==> src/rtl/byte_write_packer.sv <==
// Byte-write merger: collects single-byte writes that fall in the same 32-bit word
// and issues one registered four-lane write (we/wa/wd) per word.
module byte_write_packer #(
  parameter int ADDR_W  = 8,
  parameter int MEM_LO  = 3,
  parameter int MEM_HI  = 250,
  parameter int TIMEOUT = 8
) (
  input  logic              clk,
  input  logic              rst,
  input  logic              in_valid,
  output logic              in_ready,
  input  logic [ADDR_W-1:0] in_addr,
  input  logic [7:0]        in_data,
  input  logic              flush,
  output logic [3:0]        we,
  output logic [ADDR_W-3:0] wa,
  output logic [31:0]       wd,
  output logic              pending,
  output logic              err
);

  localparam int CNT_W = (TIMEOUT < 2) ? 1 : $clog2(TIMEOUT + 1);

  typedef enum logic {S_EMPTY, S_PARTIAL} state_t;

  state_t            r_state, w_state_nxt;
  logic [ADDR_W-3:0] r_buf_wa, w_buf_wa_nxt;
  logic [3:0]        r_buf_m, w_buf_m_nxt;
  logic [31:0]       r_buf_d, w_buf_d_nxt;
  logic [CNT_W-1:0]  r_idle, w_idle_nxt;
  logic [3:0]        r_we, w_we_nxt;
  logic [ADDR_W-3:0] r_wa, w_wa_nxt;
  logic [31:0]       r_wd, w_wd_nxt;
  logic              r_err, w_err_nxt;

  logic              w_accept;
  logic              w_oor;
  logic              w_acc_legal;
  logic              w_acc_oor;
  logic [3:0]        w_lane_oh;
  logic [31:0]       w_byte_word;
  logic [ADDR_W-3:0] w_word;
  logic              w_same_word;
  logic              w_lane_hit;
  logic [3:0]        w_merged_m;
  logic [31:0]       w_merged_d;
  logic              w_tmo;

  assign in_ready    = ~flush;
  assign w_accept    = in_valid & in_ready;
  assign w_oor       = (in_addr < ADDR_W'(MEM_LO)) || (in_addr > ADDR_W'(MEM_HI));
  assign w_acc_legal = w_accept & ~w_oor;
  assign w_acc_oor   = w_accept & w_oor;
  assign w_word      = in_addr[ADDR_W-1:2];
  assign w_lane_oh   = 4'b0001 << in_addr[1:0];
  assign w_byte_word = {24'b0, in_data} << {in_addr[1:0], 3'b000};
  assign w_same_word = (w_word == r_buf_wa);
  assign w_lane_hit  = |(r_buf_m & w_lane_oh);
  assign w_merged_m  = r_buf_m | w_lane_oh;
  assign w_merged_d  = r_buf_d | w_byte_word;
  assign w_tmo       = (TIMEOUT > 0) && (r_idle == CNT_W'(TIMEOUT - 1));

  always_comb begin
    w_state_nxt  = r_state;
    w_buf_wa_nxt = r_buf_wa;
    w_buf_m_nxt  = r_buf_m;
    w_buf_d_nxt  = r_buf_d;
    w_idle_nxt   = r_idle;
    w_we_nxt     = 4'b0000;
    w_wa_nxt     = r_wa;
    w_wd_nxt     = r_wd;
    w_err_nxt    = r_err | w_acc_oor;

    unique case (r_state)
      S_EMPTY: begin
        if (w_acc_legal) begin
          w_buf_wa_nxt = w_word;
          w_buf_m_nxt  = w_lane_oh;
          w_buf_d_nxt  = w_byte_word;
          w_idle_nxt   = '0;
          w_state_nxt  = S_PARTIAL;
        end
      end
      S_PARTIAL: begin
        if (flush) begin
          w_we_nxt    = r_buf_m;
          w_wa_nxt    = r_buf_wa;
          w_wd_nxt    = r_buf_d;
          w_idle_nxt  = '0;
          w_state_nxt = S_EMPTY;
        end else if (w_acc_legal) begin
          w_idle_nxt = '0;
          if (w_same_word && !w_lane_hit) begin
            if (w_merged_m == 4'b1111) begin
              w_we_nxt    = 4'b1111;
              w_wa_nxt    = r_buf_wa;
              w_wd_nxt    = w_merged_d;
              w_state_nxt = S_EMPTY;
            end else begin
              w_buf_m_nxt = w_merged_m;
              w_buf_d_nxt = w_merged_d;
            end
          end else begin
            // Collision or word change: ship the old word, keep the new byte alone.
            w_we_nxt     = r_buf_m;
            w_wa_nxt     = r_buf_wa;
            w_wd_nxt     = r_buf_d;
            w_buf_wa_nxt = w_word;
            w_buf_m_nxt  = w_lane_oh;
            w_buf_d_nxt  = w_byte_word;
          end
        end else if (w_acc_oor) begin
          w_idle_nxt = r_idle;
        end else if (w_tmo) begin
          w_we_nxt    = r_buf_m;
          w_wa_nxt    = r_buf_wa;
          w_wd_nxt    = r_buf_d;
          w_idle_nxt  = '0;
          w_state_nxt = S_EMPTY;
        end else begin
          w_idle_nxt = r_idle + 1'b1;
        end
      end
      default: w_state_nxt = S_EMPTY;
    endcase
  end

  // Stage boundary: control and output registers.
  always_ff @(posedge clk) begin
    if (rst) begin
      r_state <= S_EMPTY;
      r_idle  <= '0;
      r_we    <= 4'b0000;
      r_wa    <= '0;
      r_wd    <= '0;
      r_err   <= 1'b0;
    end else begin
      r_state <= w_state_nxt;
      r_idle  <= w_idle_nxt;
      r_we    <= w_we_nxt;
      r_wa    <= w_wa_nxt;
      r_wd    <= w_wd_nxt;
      r_err   <= w_err_nxt;
    end
  end

  // Buffer contents are only meaningful in PARTIAL, so they carry no reset.
  always_ff @(posedge clk) begin
    r_buf_wa <= w_buf_wa_nxt;
    r_buf_m  <= w_buf_m_nxt;
    r_buf_d  <= w_buf_d_nxt;
  end

  assign we      = r_we;
  assign wa      = r_wa;
  assign wd      = r_wd;
  assign pending = (r_state == S_PARTIAL);
  assign err     = r_err;

endmodule

==> config.mk <==
export PLATFORM = sky130hd
export DESIGN_NAME = byte_write_packer
export DESIGN_NICKNAME = d
export VERILOG_FILES = /design/src/rtl/byte_write_packer.sv
export SDC_FILE = /design/constraint.sdc
export NUM_CORES = 1
export LEC_CHECK = 0
export CORE_MARGIN = 2
export CORE_UTILIZATION = 28
export DETAILED_ROUTE_END_ITERATION = 7
export SLEW_MARGIN = 20
export SYNTH_ARGS = -nofsm -noshare
export SYNTH_HDL_FRONTEND = slang
export SYNTH_SLANG_ARGS = --single-unit
==> constraint.sdc <==
create_clock -name clk -period 6.6 [get_ports clk]
set_input_delay 1.32 -clock clk [delete_from_list [all_inputs] [get_ports clk]]
set_output_delay 1.32 -clock clk [all_outputs]
set_load 0.005 [all_outputs]
======== After elaboration in Yosys (flattened, before gate mapping) ========
Index checks and enable logic that the tools add are counted.
word-level totals
  flip-flop bits (word level) ............. 90
  bits in latches ......................... 0
  RAM bits ................................ 0
  memory bits (read-only) ................. 0
  input port bits ......................... 20
  output and inout port bits .............. 45
  logic and storage cells ................. 94
  memories kept ........................... 0
cells by class
  add/subtract/negate cells ............... 1
  multipliers ............................. 0
  div/mod/pow operators ................... 0
  $lt $le $gt $ge ......................... 2
  equality and inequality tests ........... 11
  shift-type cells ........................ 2
  multiplexer cells ....................... 49
  bitwise gates (word level) .............. 10
  reduce and logical (&&, ||, !) cells .... 10
operators by type and width
  cell                                                                    number
  32-bit two-way mux                                                      11
  4-bit two-way mux                                                       16
  32-bit case mux with 2 select lines                                     1
  6-bit two-way mux                                                       10
  32-bit OR                                                               1
  8-bit by 5-bit left shift with 32-bit output                            1
  4-bit case mux with 2 select lines                                      2
  6-bit case mux with 2 select lines                                      1
  4-bit AND reduction                                                     3
  8-bit greater-than comparator (second input constant)                   1
  8-bit by 2-bit < comparator with 1-bit output (second input constant)   1
  1-bit two-way mux                                                       7
  6-bit equality test                                                     1
  2-bit != test (second input constant)                                   3
  3-bit != test (second input constant)                                   2
  4-bit by 1-bit adder with 4-bit output (second input constant)          1
  4-bit bitwise AND                                                       1
  4-bit by 3-bit equality test with 1-bit output (second input constant)  1
  4-bit equality test (second input constant)                             1
  4-bit by 3-bit != test with 1-bit output (second input constant)        1
  4-bit != test (second input constant)                                   1
  4-bit OR                                                                1
  4-bit OR reduction                                                      1
  1-bit by 2-bit left shift with 4-bit output (first input constant)      1
  11 further kinds                                                        15

======== Depth between registers and ports, before layout ========
Gate-level depths: netlist of run 1.
  word-level depth ........................ 9
  gate-level depth with buffers ........... 9
  depth with buffers taken out ............ 6

======== Least setup slack after synthesis of run 1 ========
No wires, ideal clock.
  path type ............................... input port to flip-flop
  start point ............................. in in_addr[0]
  end point ............................... reg r_buf_d[0] (enable)
  library setup time ...................... 0.441 ns
  data arrival time ....................... 4.237 ns
  required time ........................... 6.159 ns
  setup slack ............................. 1.922 ns
  stages on the path ...................... 9
  path buffers ............................ 4
  cell sequence ........................... buf_2 > nor2b_1 > buf_6 > a2111o_1 > nor4_2 > and2_1 > buf_2 > buf_2 > a21oi_1
between the ends
  word-level cells in the longest chain between the ends .. 7
RTL lines
  what                                                                                   RTL line  text
  from (decl)                                                                            13        input logic [ADDR_W-1:0] in_addr,
  branches (longest 6 deep; another with 8-bit by 2-bit < comparator with 1-bit output)  -
  4-bit AND reduction (no line) (*)                                                      -
  to (signal assigned)                                                                   152       r_buf_d <= w_buf_d_nxt;
  to (decl)                                                                              30        logic [31:0] r_buf_d, w_buf_d_nxt;
Every way passes the cells marked *.
A chain may end at the register's enable or synchronous reset.

======== Worst setup path after layout of run 1 ========
  start point ............................. in in_addr[1]
  end point ............................... reg r_wd[19], in the netlist wd[19]
between the ends
  word-level cells in the longest chain between the ends .. 8
RTL lines
  what                                                                                   RTL line  text
  branches (longest 8 deep; another with 8-bit by 2-bit < comparator with 1-bit output)  -
  to (signal assigned)                                                                   143       r_wd <= w_wd_nxt;
  to (decl)                                                                              34        logic [31:0] r_wd, w_wd_nxt;
Several ways; the timed one is not identified. The select of a mux whose other input is x is not followed.

==> results of run 1 <==
[area by class of cell]
| type | instances | area (um^2) |
|---|---|---|
| Clock buffer | 12 | 258 |
| Clock inverter | 4 | 48.8 |
| Fill cell | 1440 | 9250 |
| Inverter | 33 | 124 |
| Multi-Input combinational cell | 204 | 1690 |
| Sequential cell | 90 | 2220 |
| Tap cell | 184 | 230 |
| Timing Repair Buffer | 72 | 716 |
[worst max-delay path, cell delays in order]
cell and delay, ns:
clkdlybuf4s50_1 0.51, nor2b_1 0.18, buf_4 0.21, a2111o_1 0.48, or4_4 0.58, o311a_2 0.74
o32ai_1 0.39
[kinds of logic after synthesis]
kind of cell / after synthesis / synth area share (%)
muxes: 8 / 1.96
xor gates and xnor gates: 6 / 1.26
DFF: 90 / 53.5
and+or+nand+nor: 64 / 8.58
AOI/OAI and AO/OA: 125 / 27.7
buffers and inverters: 65 / 6.71
adders and majority gates: 1 / 0.301
[path summary, 6_finish.rpt]
check,cells past startpoint,end
worst max register to register,5,wd[19]$_SDFFE_PP0P_
worst max-delay path,7,wd[19]$_SDFFE_PP0P_
worst min-delay path,2,wa[4]$_SDFFE_PP0P_
worst min register to register,2,wa[4]$_SDFFE_PP0P_
[cells in the mapped netlist, types with 4 or more instances]
cell and instances:
a21o_1 5, nor2_1 10, clkbuf_1 20, nand2_1 10, o32ai_1 18, a41oi_1 32, dfxtp_1 48, nor2b_1 12
buf_2 7, a22o_1 32, nand4_1 4, inv_1 33, o21ai_0 7, edfxtp_1 42, a21oi_1 5, nand2b_1 13
mux2i_1 7, xnor2_1 4, o32ai_2 14
[power by group]
group | internal (uW) | switching (uW) | total, uW | leakage (uW)
registers | 604 | 11.9 | 616 | 0.000801
logic | 53.3 | 67.2 | 120 | 0.000772
clock network | 316 | 207 | 523 | 0.000148
[per-layer routing]
layer | vias to the layer above | share of wire, % | track usage, %
met1 | 1604 | 45 | 17.2
met4 | 0 | 1.8 | 5.43
met5 | - | 0 | 0
li1 | 1504 | - | -
met2 | 100 | 48 | 21.4
met3 | 13 | 5.7 | 2.63
[sequential cells by signal, summed over array words and instances (netlist names)]
| name | count |
|---|---|
| r_buf_d | 32 |
| r_buf_m | 4 |
| pending | 1 |
| r_idle | 4 |
| wa | 6 |
| r_buf_wa | 6 |
| we | 4 |
| wd | 32 |
| err | 1 |
[stage by stage]
stage | util, % | cell area, um^2 | setup slack [ns] | power (uW)
floorplan | - | 4160 | 1.92 | 693
global placement | 34.1 | 4950 | 2.14 | 744
detailed placement | 34.1 | 4950 | 2.03 | 746
CTS | 36.2 | 5260 | 2.39 | 1270
global route | 36.4 | 5290 | 2.23 | 1300
finish | 36.4 | 5290 | 2.38 | 1260
==> out/metrics.yaml, run 1 <==
global_route:
  antenna_found_initial: 0
  grt_pass1_wl_um: 16800
  grt_pass1_vias: 3165
  grt_max_degree: 52
  grt_overflow_total: 0
  track_usage_pct: 13.2
timing:
  timing.fmax_mhz: 237
  tightest_slew_ns: 1.03
  setup_viol: 0
  min_period_ns: 4.22
  maxSlewViolCount: 0
  finalCritPeriodShare_pct: 63.9
  finalClockSkew_ns: 0.00570
  hold_slack_ns: 0.479
  grt_setup_unrepaired: "false"
  tns_ns: 0
  slew-limit-headroom_pct: 31.3
  hold_viol: 0
floorplanning:
  fp.dieH_um: 126
  dieArea_um2: 15800
  coreArea_um2: 14500
  die_x_um: 126
  io_pins: 65
  rows: 44
  initial_utilization_pct: 28.6
cts:
  cts_tree: "built"
  clock-root-buffer: "clkbuf_16"
  ctsResizeCount: 0
  cts.htree.levels: 3
  clockBufferDepth: 2
  clock_latency_ns: 0.34
  cts-buffers-inserted: 9
  cts_hold_buf: 0
  post_cts_buffers: 0
  clock_sinks: 90
  clkTransAtPathRegs_ns: 0.06
worst_setup_path:
  crit_type: "in -> reg"
  crit_required_ns: 6.83
  cp-start-kind: "primary input"
  reg2reg_from: "r_buf_m[3]$_DFFE_PP_"
  cp-startpoint: "in_addr[1]"
  r2r_slack_ns: 3.66
  crit_fanout: 38
  endpoint_kind: "flop"
  arrival_ns: 4.45
synthesis:
  yosysSeqAreaShare_pct: 53.5
  syn_area_um2: 4160
  synth_enable_flop_cells: 42
  synth_ff_type: "dfxtp_1"
  synth_warnings: 0
  synth_top_area_share_pct: 30.4
  synthArstFlopShare_pct: 0
  ys_ff_latch: 90
  syn_nets: 380
  synth_cells: 359
  synthDistinctLibCells: 44
  synth_area_leader_cell: "edfxtp_1"
  syn_avg_cell_area_um2: 11.6
  synth_area_leaders: "edfxtp_1 (30%), dfxtp_1 (23%), a22o_1 (6.7%), a41oi_1 (6.7%), o32ai_2 (5.5%)"
routing:
  antenna_left: 0
  finalWirelength_um: 10500
  routedWlPerCell_um: 17.5
  first_pass_iters: 4
  route.detailed.drc: 0
  vias: 3221
  avgViaCountPerCell: 5.38
  drt_iter0_drc: 297
layout:
  n_antenna_cell: 0
  fin_nets: 431
  final_common_cell: "clkdlybuf4s50_1"
  final_cell_mix: "clkdlybuf4s50_1 (63), dfxtp_1 (48), edfxtp_1 (42), inv_1 (33)"
  syn_to_final_growth_pct: 27.2
  instances_no_fill: 599
  drive_above_1_share_pct: 11.3
run_status:
  status: "finished, final reports clean"
pwr:
  p_leak_uw: 0.00172
  p_per_area_nw_per_um2: 238
  peakVddDrop_mv: 0.121
worst_hold_path:
  hp-start: "wa[4]$_SDFFE_PP0P_"
  hp-class: "reg -> reg"
placed_design:
  port_buffers: 64
  dp_hpwl_um: 6940
  place_inst: 582
  place.gp.congestion: 0.803
job:
  max-cap-violations: 0
(Power assumes the default switching activity.)
==> inputs of run 2 (changes only) <==
- clock period: 6.6 -> 4.2 ns (I/O delays scaled with it)
==> run 2 against run 1 <==
Clock skew down 0.00061 ns; sequential cell count unchanged; non-clock buffer count up 2; worst setup slack worse by 1.7 ns; largest cell class unchanged; global-route usage about the same; hold slack worse by 0.0018 ns; via count down 1.4%; power up 59%; final cell count up 0.33%; register-to-register slack worse by 2.4 ns.
==> out/metrics.yaml, run 2 (synthesis gave the netlist of run 1 again) <==
placed_design:
  port_buffers: 64
  dp_hpwl_um: 7050
  place_inst: 585
  place.gp.congestion: 0.793
pwr:
  p_leak_uw: 0.00172
  peakVddDrop_mv: 0.184
  p_per_area_nw_per_um2: 378
layout:
  ff_latch_area_um2: 2220
  multi_input_area_um2: 1690
  syn_to_final_growth_pct: 27.3
  fillers: 1427
  final_cell_mix: "clkdlybuf4s50_1 (63), dfxtp_1 (48), edfxtp_1 (42), inv_1 (33)"
  instances_no_fill: 601
  final_common_cell: "clkdlybuf4s50_1"
  drive_above_1_share_pct: 12.0
  n_antenna_cell: 0
  fin_nets: 433
floorplanning:
  coreArea_um2: 14500
  dieArea_um2: 15800
  fp.dieH_um: 126
  die_x_um: 126
  initial_utilization_pct: 28.6
  io_pins: 65
  rows: 44
timing:
  finalCritPeriodShare_pct: 83.2
  slew-limit-headroom_pct: 35.7
  tns_ns: 0
  timing.fmax_mhz: 286
  finalClockSkew_ns: 0.00509
  tightest_slew_ns: 0.964
  hold_slack_ns: 0.478
  hold_viol: 0
  grt_setup_unrepaired: "false"
  min_period_ns: 3.49
  maxSlewViolCount: 0
  setup_viol: 0
cts:
  clockBufferDepth: 2
  cts.htree.levels: 3
  cts_tree: "built"
  clock_sinks: 90
  clock_latency_ns: 0.34
  ctsResizeCount: 0
  cts-buffers-inserted: 9
  cts_hold_buf: 0
  clkTransAtPathRegs_ns: 0.07
  clock-root-buffer: "clkbuf_16"
  post_cts_buffers: 0
worst_setup_path:
  slowest_delay_ns: 0.74
  slowest_stage: "o311a_2"
  r2r_slack_ns: 1.29
  endpoint_kind: "flop"
  crit_type: "in -> reg"
  crit_required_ns: 4.44
  crit_fanout: 38
  crit_chain: "clkdlybuf4s50_1 -> nor2b_1 -> a2111o_1 -> or4_4 -> o311a_2 -> o32ai_1"
  cp-start-kind: "primary input"
  arrival_ns: 3.74
worst_hold_path:
  hp-class: "reg -> reg"
global_route:
  grt_max_degree: 50
  track_usage_pct: 13.2
  grt_pass1_wl_um: 16700
  grt_pass1_vias: 2986
  antenna_found_initial: 0
  grt_overflow_total: 0
run_status:
  status: "finished, final reports clean"
routing:
  vias: 3175
  avgViaCountPerCell: 5.28
  first_pass_iters: 5
  finalWirelength_um: 10600
  routedWlPerCell_um: 17.6
  route.detailed.drc: 0
  drt_iter0_drc: 353
  antenna_left: 0
job:
  max-cap-violations: 0
[run 2: cell types whose count changed in the layout (fill, tap and decap cells not counted)]
cell,previous run,this run
buf_16,1,0
clkinv_1,0,1
clkbuf_1,2,0
clkinvlp_4,1,2
buf_4,7,10
inv_6,0,1
inv_4,1,0
[run 2: critical path: cells and delay by family]
family	cells	cell delay [ns]
AO/OA/AOI/OAI	3	1.59
buffers and inverters	1	0.51
AND/OR/NAND/NOR	2	0.78
[run 2: metrics by stage]
stage / instance area [um^2] / setup slack (ns) / utilization (%) / total power (uW)
after floorplan: 4160 / 0.00187 / - / 1090
after global placement: 4970 / 0.442 / 34.2 / 1170
after detailed placement: 4970 / 0.317 / 34.2 / 1170
after CTS: 5290 / 0.681 / 36.4 / 2010
after global routing: 5290 / 0.471 / 36.4 / 2060
final: 5290 / 0.706 / 36.4 / 2000
[run 2: path summary, 6_finish.rpt]
kind                             start                   to  depth (start not counted)
hold / removal          err$_SDFF_PP0_       err$_SDFF_PP0_                          2
setup / recovery            in_addr[1]  wd[13]$_SDFFE_PP0P_                          6
setup reg to reg  r_buf_m[3]$_DFFE_PP_  wd[13]$_SDFFE_PP0P_                          5
hold reg to reg         err$_SDFF_PP0_       err$_SDFF_PP0_                          2
[run 2: cell type report]
| class | instances | area share (%) |
|---|---|---|
| multi-input combinational | 204 | 31.9 |
| inverter | 33 | 2.34 |
| sequential | 90 | 42.0 |
| clock inverter | 6 | 1.18 |
| tap | 184 | 4.35 |
| clock buffer | 10 | 4.73 |
| timing repair buffer | 74 | 13.4 |
[run 2: power by group]
part	switching (uW)	total (uW)	internal, uW
Combinational	105	187	82.7
Sequential	18.8	968	949
Clock	348	844	496
Total	471	2000	1530
[run 2: routing by layer]
layer  share of wire, %  track usage [%]  vias to the layer above
met5                  0                0                        -
met4                1.6             5.04                        0
met3                5.1             2.80                       12
met2                 47             20.7                       79
met1                 46             18.0                     1579
li1                   -                -                     1505
==> inputs of run 3 (changes only) <==
- clock period: 4.2 -> 3.7 ns (I/O delays scaled with it)
==> run 3 against run 2 <==
Wire length fell by 0.49%; register-to-register slack lost 0.26 ns; die area did not move; non-clock buffer count rose by 3; utilization is 0.49 points higher; via count fell by 1.0%; clock-buffer cell count down 1; combinational power rose by 17%; power grew 15%; cell area rose by 1.3%; clock skew grew 0.0021 ns; global-route usage rose by 0.12 points; highest routed layer unchanged.
==> out/metrics.yaml, run 3 (synthesis gave the netlist of run 1 again) <==
run_status:
  status: "finished, final reports clean"
global_route:
  grt_pass1_wl_um: 16800
  grt_max_degree: 51
  antenna_found_initial: 0
  grt_pass1_vias: 3078
  grt_overflow_total: 0
  track_usage_pct: 13.3
routing:
  routedWlPerCell_um: 17.5
  antenna_left: 0
  vias: 3143
  drt_iter0_drc: 277
  route.detailed.drc: 0
  finalWirelength_um: 10500
  avgViaCountPerCell: 5.20
  first_pass_iters: 4
placed_design:
  place_inst: 588
  dp_hpwl_um: 7080
  place.gp.congestion: 0.762
  port_buffers: 64
cts:
  ctsResizeCount: 0
  clkTransAtPathRegs_ns: 0.07
  post_cts_buffers: 0
  clock_sinks: 90
  clock_latency_ns: 0.34
  cts.htree.levels: 3
  cts_tree: "built"
  cts-buffers-inserted: 9
  cts_hold_buf: 0
  clockBufferDepth: 2
  clock-root-buffer: "clkbuf_16"
layout:
  final_cell_mix: "clkdlybuf4s50_1 (63), dfxtp_1 (48), edfxtp_1 (42), inv_1 (33)"
  drive_above_1_share_pct: 12.6
  n_antenna_cell: 0
  final_common_cell: "clkdlybuf4s50_1"
  fillers: 1448
  fin_nets: 436
  syn_to_final_growth_pct: 29.0
  instances_no_fill: 604
timing:
  finalCritPeriodShare_pct: 85.8
  setup_viol: 0
  grt_setup_unrepaired: "false"
  tightest_slew_ns: 0.804
  finalClockSkew_ns: 0.00718
  slew-limit-headroom_pct: 46.4
  tns_ns: 0
  min_period_ns: 3.17
  hold_viol: 0
  maxSlewViolCount: 0
  timing.fmax_mhz: 315
pwr:
  p_per_area_nw_per_um2: 427
  p_leak_uw: 0.00176
  peakVddDrop_mv: 0.219
  power_uw: 2290
worst_setup_path:
  endpoint_kind: "flop"
  crit_chain: "clkdlybuf4s50_1 -> nor2b_1 -> a2111o_1 -> or4_4 -> o311a_2 -> buf_12 -> o32ai_1"
  slowest_stage: "or4_4"
  slowest_delay_ns: 0.58
  crit_type: "in -> reg"
  arrival_ns: 3.42
  cp-start-kind: "primary input"
  crit_fanout: 38
  crit_required_ns: 3.94
job:
  max-cap-violations: 0
floorplanning:
  initial_utilization_pct: 28.6
  io_pins: 65
  die_x_um: 126
  fp.dieH_um: 126
  rows: 44
  coreArea_um2: 14500
  dieArea_um2: 15800
worst_hold_path:
  hp-class: "reg -> reg"
[run 3: worst max-delay path, delay by kind of cell]
family / cells / cell delay [ns]
AO/OA/AOI/OAI: 3 / 1.17
AND/OR/NAND/NOR: 2 / 0.78
buffers and inverters: 2 / 0.70
[run 3: area by class of cell]
class | count | area, um^2 | share of cell area, %
sequential | 90 | 2220 | 41.5
multi-input combinational | 204 | 1690 | 31.5
timing repair buffer | 77 | 778 | 14.5
tap | 184 | 230 | 4.30
clock buffer | 9 | 225 | 4.20
inverter | 33 | 124 | 2.31
clock inverter | 7 | 91.3 | 1.70
[run 3: stage by stage]
stage | hold WS, ns | setup slack [ns] | utilization [%] | cell area, um^2
6_report | 0.474 | 0.526 | 36.9 | 5360
5_1_grt | 0.499 | 0.403 | 36.9 | 5360
4_1_cts | 0.478 | 0.524 | 36.9 | 5360
3_5_place_dp | 0.461 | 0.194 | 34.7 | 5040
3_3_place_gp | 0.454 | 0.253 | 34.5 | 5010
2_1_floorplan | 0.461 | 0.331 | - | 4160
[run 3: where the power goes]
part           total (uW)  internal (uW)  switching [uW]
sequential           1100           1080            22.0
combinational         218           99.2             119
clock                 972            591             382
[run 3: path summary, 6_finish.rpt]
kind | slack (ns) | cells past startpoint | start | end
setup / recovery | 0.53 | 7 | in_addr[1] | wd[8]$_SDFFE_PP0P_
hold / removal | 0.47 | 2 | err$_SDFF_PP0_ | err$_SDFF_PP0_
setup reg to reg | 1.03 | 6 | r_buf_m[3]$_DFFE_PP_ | wd[8]$_SDFFE_PP0P_
hold reg to reg | 0.47 | 2 | err$_SDFF_PP0_ | err$_SDFF_PP0_
[run 3: layer usage]
layer	GRT usage (%)	routed length [um]	vias up
li1	-	-	1516
met1	18.5	4850	1524
met2	19.3	4820	89
met3	3.14	625	14
met4	6.85	243	0
met5	0	0	-
